<file path="src/rtl/jk_pkg.sv">
// Shared types and constants for the JK bank driver: FSM states, don't-care
// fill encodings and internal counter widths.
package jk_pkg;

  typedef enum logic [1:0] {
    IDLE,
    DRIVE,
    SETTLE,
    CHECK
  } jk_state_e;

  localparam int unsigned JK_DC_ZERO = 0;
  localparam int unsigned JK_DC_ONE  = 1;

  // SETTLE spans 1..15, MAX_RETRY spans 0..7
  localparam int unsigned SETTLE_CNT_W = 4;
  localparam int unsigned RETRY_CNT_W  = 3;

endpackage

</file>
<file path="src/rtl/jk_excite.sv">
// Per-bit JK excitation: J/K that move a flop from q to t in one clock, with
// don't-cares filled by DC_FILL (0: set/reset style, 1: toggle style).
module jk_excite
  import jk_pkg::*;
#(
  parameter int unsigned W       = 4,
  parameter int unsigned DC_FILL = JK_DC_ZERO
) (
  input  logic [W-1:0] q,
  input  logic [W-1:0] t,
  output logic [W-1:0] j,
  output logic [W-1:0] k
);

  if (DC_FILL == JK_DC_ONE) begin : g_toggle
    assign j = (~q & t) | q;
    assign k = (q & ~t) | ~q;
  end else begin : g_set_reset
    assign j = ~q & t;
    assign k = q & ~t;
  end

endmodule

</file>
<file path="src/rtl/jk_bank_driver.sv">
// Drives a JK flop bank to a requested target word: one drive cycle, SETTLE
// hold cycles, then a check. Define JK_FB_CHECK_EN to enable feedback compare/retry/err.
module jk_bank_driver
  import jk_pkg::*;
#(
  parameter int unsigned W         = 4,
  parameter int unsigned SETTLE    = 1,
  parameter int unsigned MAX_RETRY = 2,
  parameter int unsigned DC_FILL   = JK_DC_ZERO
) (
  input  logic         CLK,
  input  logic         RST_n,
  input  logic         tgt_valid,
  input  logic [W-1:0] tgt_data,
  output logic         tgt_ready,
  output logic [W-1:0] J,
  output logic [W-1:0] K,
  input  logic [W-1:0] q_fb,
  output logic         done,
  output logic         err,
  output logic         busy
);

  jk_state_e               state;
  logic [W-1:0]            tgt_q;
  logic [SETTLE_CNT_W-1:0] settle_cnt;

  logic         accept_c;
  logic         pass_c;
  logic         retry_ok_c;
  logic [W-1:0] exc_tgt_c;
  logic [W-1:0] exc_j_c;
  logic [W-1:0] exc_k_c;

  assign accept_c = tgt_valid & tgt_ready;

  // J/K are loaded on the edge that enters DRIVE, so the target is taken
  // straight from the port on accept and from tgt_q on a retry.
  assign exc_tgt_c = accept_c ? tgt_data : tgt_q;

  jk_excite #(
    .W       (W),
    .DC_FILL (DC_FILL)
  ) u_excite (
    .q (q_fb),
    .t (exc_tgt_c),
    .j (exc_j_c),
    .k (exc_k_c)
  );

`ifdef JK_FB_CHECK_EN
  logic [RETRY_CNT_W-1:0] retry_cnt;

  assign pass_c     = (q_fb == tgt_q);
  assign retry_ok_c = (retry_cnt < RETRY_CNT_W'(MAX_RETRY));

  // Retry bookkeeping and sticky error, cleared by the next accepted target
  always_ff @(posedge CLK or negedge RST_n) begin
    if (!RST_n) begin
      retry_cnt <= '0;
      err       <= 1'b0;
    end else if (state == jk_pkg::IDLE && accept_c) begin
      retry_cnt <= '0;
      err       <= 1'b0;
    end else if (state == jk_pkg::CHECK && !pass_c) begin
      if (retry_ok_c) retry_cnt <= retry_cnt + RETRY_CNT_W'(1);
      else            err       <= 1'b1;
    end
  end
`else
  assign pass_c     = 1'b1;
  assign retry_ok_c = 1'b0;
  assign err        = 1'b0;
`endif

  // Main sequencer; J/K default to hold (0) in every cycle not entering DRIVE
  always_ff @(posedge CLK or negedge RST_n) begin
    if (!RST_n) begin
      state      <= jk_pkg::IDLE;
      tgt_q      <= '0;
      settle_cnt <= '0;
      J          <= '0;
      K          <= '0;
      done       <= 1'b0;
      busy       <= 1'b0;
      tgt_ready  <= 1'b1;
    end else begin
      J    <= '0;
      K    <= '0;
      done <= 1'b0;
      unique case (state)
        jk_pkg::IDLE: begin
          if (accept_c) begin
            tgt_q     <= tgt_data;
            J         <= exc_j_c;
            K         <= exc_k_c;
            state     <= jk_pkg::DRIVE;
            busy      <= 1'b1;
            tgt_ready <= 1'b0;
          end
        end
        jk_pkg::DRIVE: begin
          settle_cnt <= SETTLE_CNT_W'(SETTLE);
          state      <= jk_pkg::SETTLE;
        end
        jk_pkg::SETTLE: begin
          if (settle_cnt <= SETTLE_CNT_W'(1)) state <= jk_pkg::CHECK;
          else settle_cnt <= settle_cnt - SETTLE_CNT_W'(1);
        end
        jk_pkg::CHECK: begin
          if (pass_c) begin
            done      <= 1'b1;
            state     <= jk_pkg::IDLE;
            busy      <= 1'b0;
            tgt_ready <= 1'b1;
          end else if (retry_ok_c) begin
            J     <= exc_j_c;
            K     <= exc_k_c;
            state <= jk_pkg::DRIVE;
          end else begin
            state     <= jk_pkg::IDLE;
            busy      <= 1'b0;
            tgt_ready <= 1'b1;
          end
        end
        default: state <= jk_pkg::IDLE;
      endcase
    end
  end

endmodule

</file>
<file path="config.mk">
export PLATFORM = sky130hd
export DESIGN_NAME = jk_bank_driver
export DESIGN_NICKNAME = d
export VERILOG_FILES = /design/src/rtl/jk_pkg.sv /design/src/rtl/jk_excite.sv /design/src/rtl/jk_bank_driver.sv
export SDC_FILE = /design/constraint.sdc
export NUM_CORES = 1
export LEC_CHECK = 0
export ABC_AREA = 1
export CORE_AREA = 4 4 47 49
export DETAILED_ROUTE_END_ITERATION = 10
export DIE_AREA = 0 0 51 53
export PLACE_DENSITY = 0.77
export SLEW_MARGIN = 20
export SYNTH_ARGS = -nofsm -noshare
export SYNTH_HDL_FRONTEND = slang
export SYNTH_SLANG_ARGS = --single-unit
</file>
<file path="constraint.sdc">
create_clock -name CLK -period 2.2 [get_ports CLK]
set_input_delay 0.33 -clock CLK [delete_from_list [all_inputs] [get_ports CLK]]
set_output_delay 0.33 -clock CLK [all_outputs]
set_load 0.01 [all_outputs]
</file>
==> impl_metrics.csv <==
group,metric,value,unit
synth,synth_area,835.8,sq um
floorplanning,io-pin-count,23,
finish,final_cell_mix,"23 x nand2_1, 21 x clkdlybuf4s50_1, 16 x dfrtp_1",
critical_path,worstPathArrival,1390,ps
clocking,clk_transition_reported_paths,100,ps
routing,finalWirelength,1623,um
timing,rsz0062_at_grt,"no",
critical_path,endpoint_kind,"primary output",
synth,yosys_warnings,0,
synth,synth_nets,103,
timing,setup_tns,0,ps
clocking,cts.sinks,17,
timing,worst_slew_pin_slew,763.3,ps
grt,grt_util_all_layers,14.01,%
power,p_leak,0.5614,nW
critical_path,crit_chain,"clkdlybuf4s50_1",
critical_path,r2r-start,"settle_cnt[0]$_DFFE_PN0P_",
clocking,cts_buffer_depth,2,
critical_path,cp_max_fo,3,
timing,fin_crit_sh,78.17,%
timing,max_freq,581.5,MHz
floorplanning,rows,16,
clocking,cts_setup_buffers,0,
critical_path,max_stage_delay,560,ps
clocking,post_cts_resized,0,
job,cap_violations,0,
finish,final_common_cell,"nand2_1",
grt,grt_antenna_before_repair,0,
grt,grt-ovfl-total,0,
clocking,cts_made_buffers,3,
power,ir_worst_vdd,0.7078,mV
finish,stdcell_area,1099,sq um
clocking,clockRootBuffer,"clkbuf_4",
routing,num_vias,632,
grt,grt_pass1_wl,2746,um
synth,synth_cell_types,20,
clocking,cts_tree,"done",
timing,period_needed,1720,ps
critical_path,r2r_cells,9,
synth,yosysSeqAreaShare,51.05,%
place,dpl.hpwl,1334,um
floorplanning,start_util,44.89,%
floorplanning,fp.dieW,51,um
finish,drive_above_1_share,14.55,%
routing,drc_errors,0,
clocking,clkLatencyLatePin,290,ps
clocking,holdBufCountCts,0,
critical_path,reg2reg_slack,890,ps
floorplanning,dieArea,2703,sq um
grt,grt_max_degree,18,
routing,vias_per_cell,4.613,
finish,final_util,59.01,%
synth,postSynthAreaPerCell,9.719,sq um
finish,nets,128,
place,place_congestion,0.7830,
synth,ys_ff_latch,17,
grt,grt_pass1_vias,682,
critical_path,path_buf_inv,1,
routing,wl_per_cell,11.85,um
floorplanning,die_h,53,um
power,p_per_area,1127,nW/um^2
critical_path,crit_family,"flip-flops",
finish,area_growth,31.44,%
critical_path,worstPathRequired,1870,ps
timing,relSlewSlack,48.95,%
timing,setup_viol,0,
finish,antennaDiodeCount,0,
timing,finalWorstSetupSlack,480.2,ps
timing,hold_violations,0,
timing,drv_slew,0,
outcome,status,"completed",
place,placed_cell_area,1072,sq um
critical_path,critPathKind,"flop to primary output",
timing,finClkSkew,7.083,ps
routing,ant_nets,0,
clocking,htree_levels,1,
critical_path,cp-start-kind,"flop",
routing,drt_iter0_drc,6,
floorplanning,coreArea,1862,sq um
worst_hold_path,hp-class,"input pin to asynchronous set/reset pin",
critical_path,r2r_end,"state[1]$_DFFE_PN0P_",
place,io_buffer_count,21,
synth,netlist_instances,86,
critical_path,crit_slowest_cell,"dfstp_2",
routing,drt_first_pass_iters,4,
place,post-place-ws,794.4,ps
## final cells by class
cell class / instances / area [sq um]
Clock buffer: 4 / 26.28
Fill cell: 166 / 763.2
Inverter: 11 / 46.29
Multi-Input combinational cell: 57 / 355.3
Sequential cell: 17 / 426.7
Tap cell: 27 / 33.78
Timing Repair Buffer: 21 / 210.2
## cells by family after synthesis
kind of cell,count (synthesis),synth area share [%]
and+or+nand+nor,46,29.79
DFF,17,51.05
buffers and inverters,12,6.438
adders and majority gates,6,8.982
AOI/OAI and AO/OA,3,2.245
xor gates and xnor gates,1,1.048
other,1,0.4487
## per-stage QoR
step,total power (W),hold WS (ps),cells
5_1_grt,0.001361,506.3,137
6_report,0.001238,483.0,137
4_1_cts,0.001260,494.5,137
2_1_floorplan,0.0008972,34.41,86
3_5_place_dp,0.001090,480.1,133
3_3_place_gp,0.001060,473.0,133
## how the worst max path moves through the flow
stage | start | endpoint | depth (start not counted)
after floorplan | settle_cnt[0]$_DFFE_PN0P_ | state[0]$_DFFE_PN0P_ | 9
after detailed placement | tgt_valid | K[0]$_DFF_PN0_ | 5
after global placement | tgt_ready$_DFFE_PN1P_ | tgt_ready | 1
after CTS | tgt_ready$_DFFE_PN1P_ | tgt_ready | 1
final | tgt_ready$_DFFE_PN1P_ | tgt_ready | 1
after global routing | tgt_ready$_DFFE_PN1P_ | tgt_ready | 1
## routing by layer
metal  vias up  routed length [um]  GRT usage, %  part of all wire, %
li1        311                   -             -                    -
met3         0                 169         5.070                   10
met4         0                   0         5.381                    0
met5         -                   0             0                    0
met2        19                 873         28.33                   54
met1       302                 580         12.26                   36
## power by group
part / switching (W) / internal (W) / leakage (nW)
registers: 0.0000626 / 0.000406 / 0.222
clock network: 0.0000951 / 0.0000704 / 0.0150
logic: 0.000345 / 0.000258 / 0.324
## synthesized netlist by cell type
master      n  share of area, %
nand2_1    23                10
nand3b_1    1              0.90
xor2_1      1               1.0
a2bb2oi_1   1               1.0
nand2_2     3               2.2
dfrtp_1    16                48
conb_1      1              0.45
buf_4       1              0.90
nand2_4     1               1.3
a21oi_1     1              0.60
ha_1        6               9.0
nor2_1      8               3.6
inv_2       2              0.90
nor3b_2     4               6.0
o21ai_1     1              0.60
nor2_8      1               2.4
dfstp_2     1               3.1
inv_6       1               1.0
nand3_1     5               3.0
inv_1       8               3.6
## state kept, by name, summed over array words and instances (netlist names)
signal and count:
K 4, tgt_ready 1, settle_cnt 4, done 1, busy 1, state 2, J 4
Note: power is estimated with default switching activity, not from simulation.
